`src/rtl/i2c_req_arbiter.sv`:
```
// Round-robin arbiter sharing one i2c_master between NUM_REQ single-byte requesters.
// Optional I2C_ARB_PRIORITY_EN: requester 0 wins whenever pending; the rest stay round-robin.
module i2c_req_arbiter #(
    parameter int NUM_REQ     = 4,
    parameter int BUSY_WAIT   = 4,
    parameter int TIMEOUT_CYC = 64
) (
    input  logic                 clk,
    input  logic                 reset,
    input  logic [NUM_REQ-1:0]   req_valid,
    input  logic [NUM_REQ-1:0]   req_rw,
    input  logic [7*NUM_REQ-1:0] req_addr,
    input  logic [8*NUM_REQ-1:0] req_wdata,
    output logic [NUM_REQ-1:0]   req_ack,
    output logic [NUM_REQ-1:0]   done,
    output logic                 done_err,
    output logic [NUM_REQ-1:0]   grant,
    output logic                 mst_start,
    output logic                 mst_stop,
    output logic                 mst_rw,
    output logic [6:0]           mst_addr,
    output logic [7:0]           mst_wdata,
    input  logic                 mst_busy
);
    localparam int PW   = (NUM_REQ > 1) ? $clog2(NUM_REQ) : 1;
    localparam int CMAX = (TIMEOUT_CYC > BUSY_WAIT) ? TIMEOUT_CYC : BUSY_WAIT;
    localparam int CW   = $clog2(CMAX + 1);
    localparam logic [PW-1:0] LAST_IDX = PW'(NUM_REQ - 1);
    localparam logic [CW-1:0] BW_LAST  = CW'(BUSY_WAIT - 1);
    localparam logic [CW-1:0] TO_LAST  = CW'(TIMEOUT_CYC - 1);

    typedef enum logic [2:0] {
        ARB_IDLE, ARB_ISSUE, ARB_WAIT, ARB_ACTIVE, ARB_RELEASE
    } state_t;

    state_t             state_q, state_d;
    logic [PW-1:0]      rr_ptr_q, rr_ptr_d, owner_q, owner_d;
    logic [CW-1:0]      cnt_q, cnt_d;
    logic               err_q, err_d;
    logic [NUM_REQ-1:0] grant_q, grant_d, req_ack_q, req_ack_d, done_q, done_d;
    logic               done_err_q, done_err_d;
    logic               mst_start_q, mst_start_d, mst_stop_q, mst_stop_d;
    logic               mst_rw_q, mst_rw_d;
    logic [6:0]         mst_addr_q, mst_addr_d;
    logic [7:0]         mst_wdata_q, mst_wdata_d;

    logic               win_vld;
    logic [PW-1:0]      win_idx, cand;
    int                 scan_idx;
    logic               sel_rw;
    logic [6:0]         sel_addr;
    logic [7:0]         sel_wdata;

    // Winner search starts at rr_ptr and wraps; the command mux follows the winner.
    always_comb begin
        win_vld  = 1'b0;
        win_idx  = '0;
        cand     = '0;
        scan_idx = 0;
        for (int k = 0; k < NUM_REQ; k++) begin
            scan_idx = (int'(rr_ptr_q) + k) % NUM_REQ;
            cand     = PW'(scan_idx);
            if (!win_vld && req_valid[cand]) begin
                win_vld = 1'b1;
                win_idx = cand;
            end
        end
`ifdef I2C_ARB_PRIORITY_EN
        if (req_valid[0]) begin
            win_vld = 1'b1;
            win_idx = '0;
        end
`else
`endif
        sel_rw    = 1'b0;
        sel_addr  = '0;
        sel_wdata = '0;
        for (int k = 0; k < NUM_REQ; k++) begin
            if (win_idx == PW'(k)) begin
                sel_rw    = req_rw[k];
                sel_addr  = req_addr[7*k +: 7];
                sel_wdata = req_wdata[8*k +: 8];
            end
        end
    end

    always_comb begin
        state_d     = state_q;
        rr_ptr_d    = rr_ptr_q;
        owner_d     = owner_q;
        cnt_d       = cnt_q;
        err_d       = err_q;
        grant_d     = grant_q;
        req_ack_d   = '0;
        done_d      = '0;
        done_err_d  = 1'b0;
        mst_start_d = 1'b0;
        mst_stop_d  = mst_stop_q;
        mst_rw_d    = mst_rw_q;
        mst_addr_d  = mst_addr_q;
        mst_wdata_d = mst_wdata_q;
        case (state_q)
            ARB_IDLE: begin
                if (win_vld) begin
                    owner_d            = win_idx;
                    grant_d            = '0;
                    grant_d[win_idx]   = 1'b1;
                    req_ack_d[win_idx] = 1'b1;
                    mst_rw_d           = sel_rw;
                    mst_addr_d         = sel_addr;
                    mst_wdata_d        = sel_wdata;
                    state_d            = ARB_ISSUE;
                end
            end
            ARB_ISSUE: begin
                mst_start_d = 1'b1;
                mst_stop_d  = 1'b1;
                cnt_d       = '0;
                state_d     = ARB_WAIT;
            end
            ARB_WAIT: begin
                if (mst_busy) begin
                    cnt_d   = '0;
                    state_d = ARB_ACTIVE;
                end else if (cnt_q == BW_LAST) begin
                    err_d   = 1'b1;
                    state_d = ARB_RELEASE;
                end else begin
                    cnt_d = cnt_q + 1'b1;
                end
            end
            ARB_ACTIVE: begin
                // A NACKed transfer also ends with busy low, so it reads as success here.
                if (!mst_busy) begin
                    err_d   = 1'b0;
                    state_d = ARB_RELEASE;
                end else if (cnt_q == TO_LAST) begin
                    err_d   = 1'b1;
                    state_d = ARB_RELEASE;
                end else begin
                    cnt_d = cnt_q + 1'b1;
                end
            end
            ARB_RELEASE: begin
                done_d[owner_q] = 1'b1;
                done_err_d      = err_q;
                mst_stop_d      = 1'b0;
                grant_d         = '0;
                rr_ptr_d        = (owner_q == LAST_IDX) ? '0 : owner_q + 1'b1;
                state_d         = ARB_IDLE;
            end
            default: state_d = ARB_IDLE;
        endcase
    end

    always_ff @(posedge clk) begin
        if (reset) begin
            state_q     <= ARB_IDLE;
            rr_ptr_q    <= '0;
            owner_q     <= '0;
            cnt_q       <= '0;
            err_q       <= 1'b0;
            grant_q     <= '0;
            req_ack_q   <= '0;
            done_q      <= '0;
            done_err_q  <= 1'b0;
            mst_start_q <= 1'b0;
            mst_stop_q  <= 1'b0;
            mst_rw_q    <= 1'b0;
            mst_addr_q  <= '0;
            mst_wdata_q <= '0;
        end else begin
            state_q     <= state_d;
            rr_ptr_q    <= rr_ptr_d;
            owner_q     <= owner_d;
            cnt_q       <= cnt_d;
            err_q       <= err_d;
            grant_q     <= grant_d;
            req_ack_q   <= req_ack_d;
            done_q      <= done_d;
            done_err_q  <= done_err_d;
            mst_start_q <= mst_start_d;
            mst_stop_q  <= mst_stop_d;
            mst_rw_q    <= mst_rw_d;
            mst_addr_q  <= mst_addr_d;
            mst_wdata_q <= mst_wdata_d;
        end
    end

    assign req_ack   = req_ack_q;
    assign done      = done_q;
    assign done_err  = done_err_q;
    assign grant     = grant_q;
    assign mst_start = mst_start_q;
    assign mst_stop  = mst_stop_q;
    assign mst_rw    = mst_rw_q;
    assign mst_addr  = mst_addr_q;
    assign mst_wdata = mst_wdata_q;
endmodule

```
`config.mk`:
```
export PLATFORM = sky130hd
export DESIGN_NAME = i2c_req_arbiter
export DESIGN_NICKNAME = d
export VERILOG_FILES = /design/src/rtl/i2c_req_arbiter.sv
export SDC_FILE = /design/constraint.sdc
export NUM_CORES = 1
export LEC_CHECK = 0
export ABC_AREA = 1
export CORE_ASPECT_RATIO = 2
export CORE_MARGIN = 2
export CORE_UTILIZATION = 30
export CTS_CLUSTER_SIZE = 16
export DETAILED_ROUTE_END_ITERATION = 7
export GPL_TIMING_DRIVEN = 0
export PLACE_DENSITY_LB_ADDON = 0.05
export SLEW_MARGIN = 20
export SYNTH_ARGS = -nofsm -noshare
export SYNTH_HDL_FRONTEND = slang
export SYNTH_SLANG_ARGS = --single-unit
```
`constraint.sdc`:
```
create_clock -name clk -period 2.7 [get_ports clk]
set_input_delay 0.54 -clock clk [delete_from_list [all_inputs] [get_ports clk]]
set_output_delay 0.54 -clock clk [all_outputs]
set_load 0.01 [all_outputs]
```
======== Yosys cells after proc, flatten, opt, wreduce, memory -nomap -nowiden ========
Index checks and enable logic that the tools add are counted.
W data, S select, Z words.
word-level totals
  input port bits ......................... 71
  register bits ........................... 46
operators by class
  equal/unequal tests ..................... 18
  bitwise operators ....................... 3
  magnitude comparators ................... 8
  add/sub/neg operators ................... 5
  reductions and logical operators ........ 21
  muxes and demuxes ....................... 53
operators with widths
  kind                   count
  $mux W7                8
  $mux W8                4
  $pmux W7 S3            1
  $mux W1                19
  $lt A2 B3 Y1 const B   6
  $mux W3                5
  $pmux W3 S4            1
  $mux W2                5
  $ne A2 B2 Y1 const B   5
  $ne A3 B3 Y1 const B   3
  $bmux W1 S2            4
  $pmux W4 S2            1
  $reduce_and A4 Y1      2
  $add A7 B1 Y7 const B  1
  $eq A7 B2 Y1 const B   1
  $eq A7 B6 Y1 const B   1
  $eq A2 B2 Y1 const B   3
  $eq A3 B2 Y1 const B   2
  $reduce_bool A2 Y1     3
  $logic_and A1 B1 Y1    5
  $add A2 B1 Y2 const B  2
  $add A2 B2 Y2 const B  2
  $demux W1 S2           2
  $ge A2 B1 Y1 const B   2
  14 further kinds       20

======== Longest topological paths before layout ========
  depth after elaboration ................. 18
  depth in mapped cells ................... 16
  mapped depth without buffers ............ 15

======== Worst setup path before layout ========
Ideal clock, no wire load.
  path type ............................... input-to-reg
  from .................................... input req_valid[1]
  to ...................................... register mst_addr_q[0], in the netlist mst_addr[0]
  setup time .............................. 0.139 ns
  path slack .............................. 0.829 ns
  required time ........................... 2.561 ns
  stages on the path ...................... 14
  arrival ................................. 1.732 ns
  path buffers ............................ 1
  cell sequence ........................... inv_1 > nand2_1 > nand2_1 > nand2_1 > nand2_1 > nand3_1 > or2_1 > nand2_2 > inv_2 > buf_2 > nand2_1 > inv_1 > nand2_1 > a21oi_2
on the way
  word-level cells in the longest chain between the ends .. 17
  elaborated cells on any way between the ends .. 31
RTL lines
  what                           RTL line  source
  start: declaration             10        input logic [NUM_REQ-1:0] req_valid,
  $bmux W1 S2                    63        if (!win_vld && req_valid[cand]) begin
  $mux W1 (implied by the code)  63
  $mux W1                        63
  $logic_not A1 Y1               63
  $logic_and A1 B1 Y1            63
  $mux W1                        63
  $logic_not A1 Y1               63
  $logic_and A1 B1 Y1            63
  $mux W1                        63
  $logic_not A1 Y1               63
  $logic_and A1 B1 Y1            63
  $mux W2                        63
  $logic_not A2 Y1               79        if (win_idx == PW'(k)) begin
  $mux W7 (4 in series)          79
  end signal: assignment         185       mst_addr_q <= mst_addr_d;
  end: declaration               44        logic [6:0] mst_addr_q, mst_addr_d;
Several ways; a longest one is shown, not always the timed one. The select of a mux whose other input is x is not followed.
A chain may end at the register's enable or synchronous reset.

======== Final worst setup path ========
  from .................................... input req_valid[2]
  to ...................................... register mst_addr_q[5], in the netlist mst_addr[5]
Same word-level chain as after synthesis.

==> reports/summary.txt <==
Outcome: complete, no violations
Synth area leaders: dfxtp_1 33%, nand2_1 19%, inv_1 10%
CTS buffer count: 5
Critical path type: primary input to flop
Mapped Area: 2776 um^2
DRT Pass-1 Iters: 4
Syn nets: 526
Placed wire-length estimate: 6918 um
1st-iter DRT viols: 120
Peak supply drop: 0.5996 mV
# rows: 49
Worst Path Required: 2.85 ns
Layout cell share with drive strength beyond 1: 7.692%
Cell count after synthesis: 450
Skew final: 0.008659 ns
Total track usage: 17.22%
Pin count of the biggest net entering global routing: 15
Total Wirelength: 8304 um
Reg area: 920.9 um^2
TritonCTS clock tree: yes
Hold Violations, Final: 0
Starting density of the core: 30.81%
RSZ-0062 raised after global routing: no
Pwr/cell area: 942.6 nW/um^2
DP Cell Count: 653
Die height: 140.1 um
Cts repair resizes: 0
Synth Warn #: 0
Die width: 72.03 um
Root buf cell: clkbuf_16
Slew @ Worst Pin: 0.5841 ns
Vias: 2958
Slew headroom: 61.06%
Final period utilization: 89.74%
Max cap viols: 0
Syn-to-layout area delta: 48.18%
Skew-Pair Late Insertion Delay: 0.29 ns
CTS H-tree depth: 2
I/O pins: 102
Post-route DRC: 0
Post-synth top area share: 33.17%
Synth unique cells: 32
CORE AREA: 9012 um^2
Routed Antenna Nets: 0
Sink Count: 46
Commonest non-fill, non-tap cell in the layout: nand2_1
Critical Path Start Type: primary input
CTS max path bufs: 2
Final RePlAce weighted congestion: 0.8537
#FFs+latches synth: 46
Commonest cells after routing, fill and taps aside: 139 x nand2_1, 101 x clkdlybuf4s50_1, 75 x inv_1, 62 x nor2_1, 46 x dfxtp_1
Initial antenna violation count: 0
Worst EP arrival: 2.58 ns
Min-delay worst type: flop to flop
Diode count: 0
Fmax: 0.4127 GHz
Sequential area share after synthesis: 33.17%
Avg Vias per Cell: 4.475
Vias in the first global route: 2851
Setup violators final: 0
I/O Buffers: 101
Total congestion overflow: 0
Post-route insts no fill: 661
Die area: 10090 um^2
CP Max Fanout: 10
LEAKAGE: 0.001927 uW
Multi-input gate area in the final layout: 1441 um^2
First-pass GRT wire length: 13460 um
Filler cells: 973
Syn Area/Cell: 6.170 um^2
Clock Pin Slew Worst Setup and Hold Paths: 0.06 ns
Cts hold-fix bufs: 0
Setup bufs post-CTS: 0
Tmin final: 2.423 ns
Yosys top cell by area: dfxtp_1
Max-slew violation count: 0
CP Capture Type: flop
Nets@finish: 634
Wire length per cell: 12.56 um
Fin util: 45.65%
[kinds of logic (layout without fill, tap and decap cells)]
| logic type | count (synthesis) | count (layout) | share of synthesized area [%] |
|---|---|---|---|
| compound gates | 40 | 40 | 9.148 |
| simple gates | 265 | 265 | 40.20 |
| buf+inv | 93 | 202 | 14.92 |
| flops | 46 | 46 | 33.17 |
| xor+xnor | 1 | 1 | 0.3155 |
| fa+ha+maj | 5 | 5 | 2.253 |
[flip-flops by register name, summed over array words and instances (netlist names)]
signal	flops
mst_wdata	8
cnt_q	7
mst_addr	7
done	4
grant	4
req_ack	4
state_q	3
owner_q	2
rr_ptr_q	2
done_err	1
err_q	1
mst_rw	1
mst_start	1
mst_stop	1
[metrics by stage]
stage / worst slack [ns] / power, uW / instance area (um^2) / hold WS, ns / setup TNS [ns]
6_report: 0.2772 / 3878 / 4114 / 0.4483 / 0
5_1_grt: 0.06378 / 4227 / 4114 / 0.4817 / 0
4_1_cts: 0.2402 / 3954 / 4114 / 0.4462 / 0
3_5_place_dp: -0.05295 / 3127 / 3915 / 0.4356 / -0.2290
3_3_place_gp: -0.03285 / 3107 / 3915 / 0.4357 / -0.1096
2_1_floorplan: 0.8288 / 2310 / 2776 / 0.4160 / 0
[synthesized netlist by cell type]
master and count:
inv_2 4, nor2_1 62, and3_1 1, ha_1 5
nand2_4 1, inv_1 75, nor2_8 1, a31o_1 1
nor3_1 10, a31o_2 3, nand2_2 3, or2_2 1
or2_1 1, o21ai_1 2, a21oi_2 7, a311oi_1 1
o32ai_1 1, a21oi_1 16, a211oi_1 2, dfxtp_1 46
nand4_1 3, buf_4 1, clkbuf_1 2, nor2_4 1
buf_6 6, buf_2 4, nand3_1 40, buf_8 1
o21ai_0 7, xor2_1 1, nand2_1 139, nor2_2 2
[power by group]
| part | leakage, uW | total (uW) | switching, uW | internal (uW) |
|---|---|---|---|---|
| combinational | 0.00145 | 2050 | 1190 | 862 |
| clock | 0.0000971 | 812 | 256 | 556 |
| sequential | 0.000376 | 1020 | 125 | 892 |
[worst max-delay path, cell delays in order]
cell	delay, ns
clkdlybuf4s50_1	0.50
inv_1	0.06
nand2_1	0.07
nand3_1	0.09
nand2_1	0.12
inv_1	0.06
nand3_1	0.08
nor2_1	0.06
nor2_2	0.20
buf_6	0.18
buf_6	0.14
nor2_1	0.04
nor2_1	0.09
nand3_1	0.13
nand2_1	0.14
a21oi_2	0.06
[area by class of cell]
class	count	area share (%)
well taps	102	3.102
repair buffers	101	24.57
multi-input cells	311	35.04
flip-flops and latches	46	22.38
plain buffers	14	2.859
clock buffers	6	3.376
inverters	79	7.208
clock inverters	2	1.460
[routing by layer]
metal | share of wire [%] | routed length, um | up-vias | global-route usage [%]
met5 | 0 | 0 | - | 0
met4 | 1.9 | 156 | 0 | 5.561
li1 | - | - | 1589 | -
met1 | 35 | 2939 | 1282 | 16.39
met2 | 58 | 4809 | 77 | 34.89
met3 | 4.8 | 398 | 10 | 3.237
[path summary, 6_finish.rpt]
check               start           to  slack, ns  cells after the start
max          req_valid[2]  mst_addr[5]       0.28                     16
min                 err_q     done_err       0.45                      2
max reg2reg   rr_ptr_q[1]  mst_addr[5]       0.57                     15
min reg2reg         err_q     done_err       0.45                      2
No activity file was read; power rests on OpenSTA's default activity.
